### config.mk
export PLATFORM = sky130hd
export DESIGN_NAME = zmips_fetch_unit
export DESIGN_NICKNAME = d
export VERILOG_FILES = /design/src/rtl/zmips_pkg.sv /design/src/rtl/zmips_sync_fifo.sv /design/src/rtl/zmips_fetch_unit.sv
export SDC_FILE = /design/constraint.sdc
export NUM_CORES = 1
export LEC_CHECK = 0
export ABC_CLOCK_PERIOD_IN_PS = 7800
export BUFFER_PORTS_ARGS = -buffer_cell sky130_fd_sc_hd__buf_2
export CORE_MARGIN = 2
export CORE_UTILIZATION = 65
export CTS_BUF_LIST = sky130_fd_sc_hd__clkbuf_2
export CTS_CLUSTER_SIZE = 40
export DETAILED_ROUTE_END_ITERATION = 7
export GPL_ROUTABILITY_DRIVEN = 0
export PLACE_DENSITY = 0.88
export RECOVER_POWER = 25
export SYNTH_ARGS = -nofsm -noshare
export SYNTH_HDL_FRONTEND = slang
export SYNTH_SLANG_ARGS = --single-unit
### constraint.sdc
create_clock -name clk -period 7.8 [get_ports clk]
set_input_delay 1.56 -clock clk [delete_from_list [all_inputs] [get_ports clk]]
set_output_delay 1.56 -clock clk [all_outputs]
set_load 0.02 [all_outputs]
### src/rtl/zmips_pkg.sv
// zmips_pkg: constants shared by the zmips core. It holds the default datapath
// width, the canonical no-op word and the major opcode encodings.
package zmips_pkg;

    localparam int          ZM_XLEN = 32;

    // An all-zero word decodes as "sll r0, r0, 0", which is the canonical MIPS no-op.
    localparam logic [31:0] I_NOP    = 32'h0000_0000;
    localparam logic [31:0] NOP_WORD = I_NOP;

    typedef enum logic [5:0] {
        OP_RTYPE = 6'h00,
        OP_J     = 6'h02,
        OP_JAL   = 6'h03,
        OP_BEQ   = 6'h04,
        OP_BNE   = 6'h05,
        OP_ADDI  = 6'h08,
        OP_LW    = 6'h23,
        OP_SW    = 6'h2B
    } zmips_opcode_t;

endpackage

### src/rtl/zmips_sync_fifo.sv
// zmips_sync_fifo: prefetch queue. State changes on the falling clock edge.
//   clk, rst      : clock (falling-edge active); asynchronous active-high reset
//   push / wdata  : write an entry (ignored when full or flushing)
//   pop           : remove the head entry (ignored when empty)
//   flush         : empty the queue; wins over a same-cycle push
//   rdata         : head entry (valid only when empty=0)
//   full, empty, count : occupancy status
module zmips_sync_fifo
    import zmips_pkg::*;
#(
    parameter int WIDTH = 64,
    parameter int DEPTH = 4
) (
    input  logic                       clk,
    input  logic                       rst,
    input  logic                       push,
    input  logic                       pop,
    input  logic                       flush,
    input  logic [WIDTH-1:0]           wdata,
    output logic [WIDTH-1:0]           rdata,
    output logic                       full,
    output logic                       empty,
    output logic [$clog2(DEPTH+1)-1:0] count
);

    localparam int PTR_W = $clog2(DEPTH);
    localparam int CNT_W = $clog2(DEPTH + 1);

    logic [WIDTH-1:0] mem [DEPTH];
    logic [PTR_W-1:0] rd_ptr;
    logic [PTR_W-1:0] wr_ptr;
    logic             do_push;
    logic             do_pop;

    assign full    = (count == CNT_W'(DEPTH));
    assign empty   = (count == '0);
    assign do_push = push && !full && !flush;
    assign do_pop  = pop && !empty;
    assign rdata   = mem[rd_ptr];

    // DEPTH is a power of two, so the pointers wrap on their own.
    always_ff @(negedge clk or posedge rst) begin
        if (rst) begin
            rd_ptr <= '0;
            wr_ptr <= '0;
            count  <= '0;
        end else if (flush) begin
            rd_ptr <= '0;
            wr_ptr <= '0;
            count  <= '0;
        end else begin
            if (do_push) wr_ptr <= wr_ptr + PTR_W'(1);
            if (do_pop)  rd_ptr <= rd_ptr + PTR_W'(1);
            count <= count + CNT_W'(do_push) - CNT_W'(do_pop);
        end
    end

    // Storage is data only and carries no reset.
    always_ff @(negedge clk) begin
        if (do_push) mem[wr_ptr] <= wdata;
    end

endmodule

### src/rtl/zmips_fetch_unit.sv
// zmips_fetch_unit: instruction fetch stage. It has a PC generator, a pipelined
// request/response instruction-memory port and a DEPTH-entry prefetch queue
// that feeds ID. State changes on the falling clock edge.
//   clk, rst              : clock (falling-edge active); asynchronous active-high reset
//   i_req/i_addr/i_gnt    : fetch request handshake to instruction memory
//   i_rvalid/i_rdata      : in-order instruction responses
//   redir_valid/redir_pc  : taken branch/jump from ID/EX; flushes stale work
//   id_valid/id_ready     : handshake with ID for the head entry
//   id_ir/id_pc           : head instruction and its address + 4
module zmips_fetch_unit
    import zmips_pkg::*;
#(
    parameter int              XLEN     = ZM_XLEN,
    parameter int              DEPTH    = 4,
    parameter int              MAX_OUT  = 2,
    parameter logic [XLEN-1:0] RESET_PC = '0,
    parameter logic [XLEN-1:0] NOP_WORD = XLEN'(I_NOP)
) (
    input  logic            clk,
    input  logic            rst,
    output logic            i_req,
    output logic [XLEN-1:0] i_addr,
    input  logic            i_gnt,
    input  logic            i_rvalid,
    input  logic [XLEN-1:0] i_rdata,
    input  logic            redir_valid,
    input  logic [XLEN-1:0] redir_pc,
    input  logic            id_ready,
    output logic            id_valid,
    output logic [XLEN-1:0] id_ir,
    output logic [XLEN-1:0] id_pc
);

    localparam int CNT_W = $clog2(DEPTH + 1);
    localparam int OUT_W = $clog2(MAX_OUT + 1);
    localparam int SUM_W = ((CNT_W > OUT_W) ? CNT_W : OUT_W) + 1;

    logic [XLEN-1:0]   fetch_pc;
    logic [XLEN-1:0]   resp_pc;
    logic [OUT_W-1:0]  outstanding;
    logic [OUT_W-1:0]  discard;

    logic [CNT_W-1:0]  q_count;
    logic              q_full;
    logic              q_empty;
    logic [2*XLEN-1:0] q_head;
    logic              q_push;
    logic              q_pop;

    logic [XLEN-1:0]   redir_tgt;
    logic [SUM_W-1:0]  in_flight;
    logic              grant;
    logic              keep;
    logic              drop;

    // Reserving a queue slot for every outstanding request means a response
    // always has room when it lands.
    assign in_flight = SUM_W'(q_count) + SUM_W'(outstanding);
    assign i_req     = !rst && !redir_valid
                       && (outstanding < OUT_W'(MAX_OUT))
                       && (in_flight < SUM_W'(DEPTH));
    assign i_addr    = fetch_pc;
    assign grant     = i_req && i_gnt;

    assign redir_tgt = redir_pc & ~XLEN'(3);
    assign keep      = i_rvalid && (discard == '0) && !redir_valid;
    assign drop      = i_rvalid && (discard != '0);

    assign q_push    = keep;
    assign q_pop     = id_ready && !q_empty;

    assign id_valid  = !q_empty;
    assign id_ir     = q_empty ? NOP_WORD : q_head[2*XLEN-1:XLEN];
    // With an empty queue, show the address after the next expected instruction.
    assign id_pc     = q_empty ? (resp_pc + XLEN'(4)) : q_head[XLEN-1:0];

    always_ff @(negedge clk or posedge rst) begin
        if (rst) begin
            fetch_pc    <= RESET_PC;
            resp_pc     <= RESET_PC;
            outstanding <= '0;
            discard     <= '0;
        end else begin
            outstanding <= outstanding + OUT_W'(grant) - OUT_W'(i_rvalid);
            if (redir_valid) begin
                fetch_pc <= redir_tgt;
                resp_pc  <= redir_tgt;
                // No grant happens in a redirect cycle, so everything still in
                // flight after this edge is stale and must be dropped.
                discard  <= outstanding - OUT_W'(i_rvalid);
            end else begin
                if (grant) fetch_pc <= fetch_pc + XLEN'(4);
                if (keep)  resp_pc  <= resp_pc + XLEN'(4);
                if (drop)  discard  <= discard - OUT_W'(1);
            end
        end
    end

    zmips_sync_fifo #(
        .WIDTH (2 * XLEN),
        .DEPTH (DEPTH)
    ) u_queue (
        .clk   (clk),
        .rst   (rst),
        .push  (q_push),
        .pop   (q_pop),
        .flush (redir_valid),
        .wdata ({i_rdata, resp_pc + XLEN'(4)}),
        .rdata (q_head),
        .full  (q_full),
        .empty (q_empty),
        .count (q_count)
    );

    a_rvalid_owed:  assert property (@(negedge clk) disable iff (rst) !(i_rvalid && outstanding == '0));
    a_no_overflow:  assert property (@(negedge clk) disable iff (rst) !(q_push && q_full));
    a_count_bound:  assert property (@(negedge clk) disable iff (rst) q_count <= CNT_W'(DEPTH));
    a_out_bound:    assert property (@(negedge clk) disable iff (rst) outstanding <= OUT_W'(MAX_OUT));
    a_discard_le:   assert property (@(negedge clk) disable iff (rst) discard <= outstanding);

endmodule
==> results of run 1 <==
==> cell type report <==
cell class                 count  area (sq um)
tap                          280           350
inverter                      25          93.8
timing repair buffer         317          2700
multi-input combinational    534          5450
antenna                        3          7.51
clock inverter               289          1210
fill                         741          2180
sequential                   319          9220
clock buffer                  94           470
==> worst max-delay path: cells and delay by family, from the launching register on <==
family | cells | cell delay, ps
simple gates | 3 | 690
xor+xnor | 1 | 180
buf+inv | 3 | 530
flops | 1 | 620
mux | 1 | 270
==> report_power, final <==
| part | switching [mW] | internal [mW] | total, mW |
|---|---|---|---|
| logic | 1.09 | 1.11 | 2.20 |
| clock network | 1.40 | 0.640 | 2.04 |
| registers | 0.101 | 1.95 | 2.05 |
| total | 2.59 | 3.70 | 6.29 |
==> registers in the layout, summed over array words and instances (netlist names) <==
| name | count |
|---|---|
| u_queue.mem | 248 |
| i_addr | 30 |
| resp_pc | 30 |
| u_queue.count | 3 |
| discard | 2 |
| outstanding | 2 |
| u_queue.rd_ptr | 2 |
| u_queue.wr_ptr | 2 |
==> metrics by stage <==
| step | hold slack, ps | instances | setup TNS (ps) | total power, mW | util |
|---|---|---|---|---|---|
| 5_1_grt | 512 | 1860 | -27310 | 6.45 | 0.899 |
| 3_5_place_dp | 491 | 1352 | -106 | 3.64 | 0.717 |
| 4_1_cts | 492 | 1807 | -14490 | 5.66 | 0.859 |
| 3_3_place_gp | 483 | 1352 | 0 | 3.60 | 0.717 |
| 6_report | 492 | 1861 | -25180 | 6.29 | 0.899 |
| 2_1_floorplan | 455 | 929 | 0 | 3.21 | - |
==> path summary, 6_finish.rpt <==
path / startpoint / to / slack, ps
setup / recovery: resp_pc[15]$_DFFE_NP0N_ / id_pc[18] / -780
hold / removal: outstanding[0]$_DFF_NP0_ / outstanding[0]$_DFF_NP0_ / 490
setup reg to reg: resp_pc[9]$_DFFE_NP0N_ / resp_pc[31]$_DFFE_NP0N_ / 5010
hold reg to reg: outstanding[0]$_DFF_NP0_ / outstanding[0]$_DFF_NP0_ / 490
max in group asynchronous: rst / i_addr[29]$_DFFE_NP0P_ / 2280
min in group asynchronous: rst / resp_pc[29]$_DFFE_NP0N_ / 4610
==> logic make-up after synthesis <==
| logic type | count (synthesis) | share of synthesized area |
|---|---|---|
| buf+inv | 77 | 0.0238 |
| compound gates | 59 | 0.0276 |
| other cells | 1 | 0.000263 |
| flops | 319 | 0.646 |
| xor+xnor | 75 | 0.0460 |
| fa+ha+maj | 14 | 0.0128 |
| mux | 107 | 0.133 |
| simple gates | 274 | 0.110 |
==> timing repair <==
| action | CTS | global route |
|---|---|---|
| endpoints found under the setup margin | 60 | 62 |
| gates cloned | 9 | 1 |
| resized for setup | 164 | 136 |
| pin swaps | 34 | 39 |
| buffers inserted | 65 | 59 |
==> per-layer routing <==
metal  up-vias  part of all wire  wire length, um
met1      5830              0.32            16900
li1       4766                 -                -
met4         0             0.075             3940
met2      1400              0.47            24700
met3       374              0.13             7090
met5         -                 0                0
==> cell usage in the layout, fill, tap and decap left out, types with 5 or more instances in the layout <==
cell type,synthesis,routed
xnor2_2,0,11
xnor2_4,0,7
mux2_2,42,16
nand3_4,0,6
dfrtn_1,71,71
o21ai_0,19,19
buf_4,5,113
xnor2_1,48,30
and3_1,9,8
mux2_4,0,26
nand2_1,55,53
inv_2,2,8
and2_4,0,29
edfxtp_1,248,248
o21a_1,8,8
clkbuf_2,1,94
mux4_2,62,62
and2_1,41,8
buf_12,0,15
buf_6,2,79
nand3_1,38,29
xor2_1,27,21
nor2_1,31,24
nand2b_1,7,7
inv_1,24,288
nor4_4,3,6
ha_1,13,12
clkinvlp_2,0,6
o211ai_1,5,5
buf_2,12,105
nand4_1,31,31
nor3_1,20,18
nor2_4,0,5
==> impl_metrics.csv, run 1 <==
group,metric,value,unit
run_status,status,"complete, but fails checks",
run_status,violations,"DRC, setup timing",
critical_path,cpPeakStageDelay,620,ps
cts,cts_hold_buf,0,
finish,drive_above_1_share,0.406,
cts,cts_sinks,319,
min_path,hp-class,"reg -> reg",
grt,grt_use_total,0.369,
cts,htreeDepth,3,
floorplan,coreArea,0.0217,sq mm
critical_path,cp-start-kind,"register",
timing,setup_viol,62,
logic_synthesis,syn_area,0.0143,sq mm
floorplan,die_h,152,um
min_path,worstHoldPathCells,1,
floorplan,initial_core_util,0.658,
drt,post-route-drc-count,126,
timing,rsz0062_at_grt,"true",
critical_path,cp-end-kind,"output port",
floorplan,ios,168,
floorplan,rows,54,
floorplan,fp.dieW,152,um
critical_path,crit_type,"reg -> out",
placement,pre_cts_slack,-59.1,ps
finish,syn2layout_area_growth,36.6,%
logic_synthesis,yosys-top-cells-count,"edfxtp_1 (248), dfrtn_1 (71), mux4_2 (62)",
logic_synthesis,async_flop_share,0.223,
logic_synthesis,synth_cell_types,63,
grt,grt_pass1_wl,65100,um
cts,cts_inserted_buffers,82,
critical_path,crit_chain,"nand4_1 > nor4_4 > buf_4 > buf_4 > nand3_4 > xnor2_4 > mux2_2 > buf_2",
drt,dr.pass1.iters,8,
timing,setup_slack,-779,ps
critical_path,worstPathRequired,6240,ps
logic_synthesis,synth_area_per_cell,15.4,sq um
grt,antenna_found_initial,2,
cts,cts_tree,"done",
grt,use_met3,0.106,
timing,tightest_slew,749,ps
drt,ant_nets,0,
cts,clk_pin_slew,110,ps
timing,max_slew_margin,0.497,
floorplan,dieArea,0.0232,sq mm
cts,root_buffer,"clkbuf_2",
logic_synthesis,ys_seq_elements,319,
critical_path,r2r.worst_path.cells,11,
run,maxCapViolations,0,
grt,grt_max_degree,64,
power_and_ir_drop,cellPowerDensity,323,mW/mm^2
grt,use_met2,0.599,
drt,avgViaCountPerCell,6.65,
critical_path,cp_common_cell,"buf_4",
logic_synthesis,yosysWarnings,0,
logic_synthesis,yosys-top-cells-area,"edfxtp_1 (52%), dfrtn_1 (12%), mux4_2 (9.8%), mux2_2 (3.3%), xnor2_1 (2.9%)",
grt,grt.busiest_layer,"met2",
placement,hpwl,19300,um
logic_synthesis,seq_area_frac_synth,0.646,
drt,wl_per_cell,28.3,um
critical_path,slowest_stage,"dfrtn_1",
logic_synthesis,synth_edf_count,248,
cts,clk_path_buf_depth,3,
timing,skew,199,ps
logic_synthesis,yosysTopAreaCell,"edfxtp_1",
grt,grt_overflow,0,
drt,vias,12400,
grt,grtUsageMet1,0.439,
logic_synthesis,synth_top_area_frac,0.522,
placement,portBuffers,161,
drt,finalWirelength,52600,um
logic_synthesis,synth_flop_cell,"edfxtp_1",
finish,fin_area,0.0195,sq mm
timing,maxSlewViolCount,0,
power_and_ir_drop,vdd_drop_max,0.198,mV
finish,final_nets,1611,
grt,grt_pass1_vias,12200,
timing,finalHoldViolCount,0,
power_and_ir_drop,p_leak,8.61,nW
cts,clock_latency,990,ps
critical_path,cp.arrival,7020,ps
logic_synthesis,syn_inst,926,
critical_path,worst-path-max-fanout,6,
drt,drt_iter0_drc,1977,
logic_synthesis,synth.most_common_cell,"edfxtp_1",
placement,placed_area,0.0156,sq mm
No activity file was read; power rests on OpenSTA's default activity.
==> run 2, diff against run 1 <==
--- a/config.mk
+++ b/config.mk
@@ -7,9 +7,11 @@
 export LEC_CHECK = 0
 export ABC_CLOCK_PERIOD_IN_PS = 7800
 export BUFFER_PORTS_ARGS = -buffer_cell sky130_fd_sc_hd__buf_2
+export CORE_ASPECT_RATIO = 2
 export CORE_MARGIN = 2
 export CORE_UTILIZATION = 65
 export CTS_BUF_LIST = sky130_fd_sc_hd__clkbuf_2
+export CTS_CLUSTER_DIAMETER = 80
 export CTS_CLUSTER_SIZE = 40
 export DETAILED_ROUTE_END_ITERATION = 7
 export GPL_ROUTABILITY_DRIVEN = 0
==> run 2 against run 1 <==
Compared with the run above: the run ends with setup timing left; clock power decreased by 33%; highest routed layer unchanged; sequential share of layout area grew 1.5 points; critical path depth stayed put.
==> impl_metrics.csv, run 2 (synthesized netlist as in run 1, its figures left out) <==
group,metric,value,unit
run_status,status,"complete, but fails checks",
run_status,violations,"setup timing",
timing,tightest_slew,840,ps
critical_path,worst-path-max-fanout,3,
placement,pre_cts_slack,24.8,ps
finish,multi_input_area,0.00543,sq mm
floorplan,coreArea,0.0216,sq mm
cts,htreeDepth,1,
run,maxCapViolations,0,
cts,root_buffer,"clkbuf_2",
drt,post-route-drc-count,0,
drt,ant_nets,0,
power_and_ir_drop,vdd_drop_max,0.397,mV
critical_path,crit_chain,"buf_6 > nand4_1 > buf_4 > nor2_2 > nand4_1 > xnor2_2 > mux2_2 > buf_4",
grt,grt_use_total,0.376,
critical_path,rrSetupSlack,5010,ps
finish,drive_above_1_share,0.372,
power_and_ir_drop,cellPowerDensity,301,mW/mm^2
timing,rsz0062_at_grt,"true",
grt,grt_pass1_wl,63700,um
critical_path,cp.arrival,7350,ps
critical_path,rr_startpoint,"resp_pc[3]$_DFFE_NP0N_",
floorplan,rows,76,
drt,wl_per_cell,29.7,um
timing,setup_slack,-1110,ps
finish,final_nets,1536,
critical_path,critPathLaunch,"resp_pc[12]$_DFFE_NP0N_",
timing,skew,309,ps
critical_path,cp-end-kind,"output port",
drt,dr.pass1.iters,5,
drt,drt_iter0_drc,1709,
timing,setup_viol,62,
cts,cts_tree,"done",
finish,largest-register,"u_queue.mem",
timing,maxSlewViolCount,0,
timing,fin_tns_setup,-40900,ps
critical_path,crit_type,"reg -> out",
timing,max_slew_margin,0.440,
critical_path,slowest_stage,"dfrtn_1",
cts,cts_inserted_buffers,11,
grt,antenna_found_initial,2,
cts,cts_sinks,319,
grt,grt_pass1_vias,11200,
drt,finalWirelength,51400,um
floorplan,die_h,214,um
floorplan,ios,168,
floorplan,initial_core_util,0.661,
power_and_ir_drop,p_leak,8.06,nW
floorplan,fp.dieW,109,um
finish,num-fill-cells,789,
critical_path,cpPeakStageDelay,690,ps
finish,most-common-layout-cells,"inv_1 (269), edfxtp_1 (248), buf_4 (112)",
grt,grt_overflow,0,
timing,finalHoldViolCount,0,
floorplan,dieArea,0.0232,sq mm
placement,portBuffers,161,
min_path,min_from,"outstanding[1]$_DFF_NP0_",
finish,syn2layout_area_growth,32.3,%
finish,mostFrequentLayoutCell,"inv_1",
critical_path,worstPathRequired,6240,ps
min_path,hp-class,"reg -> reg",
cts,clk_pin_slew,550,ps
placement,hpwl,21300,um
cts,clk_path_buf_depth,3,
drt,avgViaCountPerCell,6.79,
grt,grt_max_degree,72,
cts,clock_latency,1180,ps
drt,vias,11700,
finish,seq_area,0.00922,sq mm
finish,largest_reg_flops,248,
critical_path,cp-start-kind,"register",
## run 2: cell count changes in the layout (fill, tap and decap cells not counted), moves of 4 or more
cell,delta
inv_1,-19
inv_2,-5
clkbuf_2,-83
clkinvlp_2,-6
bufinv_8,-4
buf_2,-5
## run 2: worst paths after layout
check	endpoint	depth (start not counted)
max	id_pc[28]	8
min	outstanding[1]$_DFF_NP0_	1
max reg2reg	resp_pc[12]$_DFFE_NP0N_	10
min reg2reg	outstanding[1]$_DFF_NP0_	1
max in group asynchronous	resp_pc[30]$_DFFE_NP0N_	3
min in group asynchronous	resp_pc[10]$_DFFE_NP0N_	3
## run 2: per-layer routing
| metal | part of all wire | track usage | routed length [um] | vias up |
|---|---|---|---|---|
| met5 | 0 | 0 | 0 | - |
| met4 | 0.092 | 0.244 | 4740 | 0 |
| met3 | 0.10 | 0.0720 | 5280 | 368 |
| met2 | 0.50 | 0.655 | 25900 | 1226 |
| met1 | 0.30 | 0.412 | 15400 | 5598 |
| li1 | - | - | - | 4552 |
## run 2: where the power goes
group	internal (mW)	switching, mW	total (mW)	leakage, nW
Clock	0.262	1.10	1.37	1.38
Sequential	1.95	0.0963	2.04	3.08
Combinational	1.16	1.11	2.27	3.60
Total	3.37	2.32	5.68	8.06
## run 2: repair_timing
action / CTS / global route
cloned: 5 / 3
buffers inserted: 71 / 45
hold buffers: 0 / 0
setup endpoints to repair: 63 / 64
resized for setup: 182 / 117
hold endpoints to repair: 0 / 0
pin swaps: 27 / 52
## run 2: final cells by class
cell class	instances	area share
multi-input cells	533	0.288
well taps	273	0.0181
clock buffers	11	0.00291
inverters	25	0.00510
repair buffers	314	0.147
diodes	3	0.000397
clock inverters	251	0.0507
flip-flops and latches	319	0.488
## run 2: critical path, delay by kind of cell (launching register included)
family	cells	cell delay (ps)
xor+xnor	1	250
buf+inv	3	520
flops	1	690
mux	1	290
simple gates	3	790
## run 2: metrics by stage
stage / cell area, sq um / utilization / hold WS [ps] / cells / total power [mW]
2_1_floorplan: 14300 / - / 455 / 929 / 3.21
3_3_place_gp: 15700 / 0.725 / 485 / 1348 / 3.64
3_5_place_dp: 15700 / 0.725 / 493 / 1348 / 3.68
4_1_cts: 18100 / 0.839 / 499 / 1685 / 5.10
5_1_grt: 18900 / 0.875 / 535 / 1728 / 5.85
6_report: 18900 / 0.875 / 517 / 1729 / 5.68
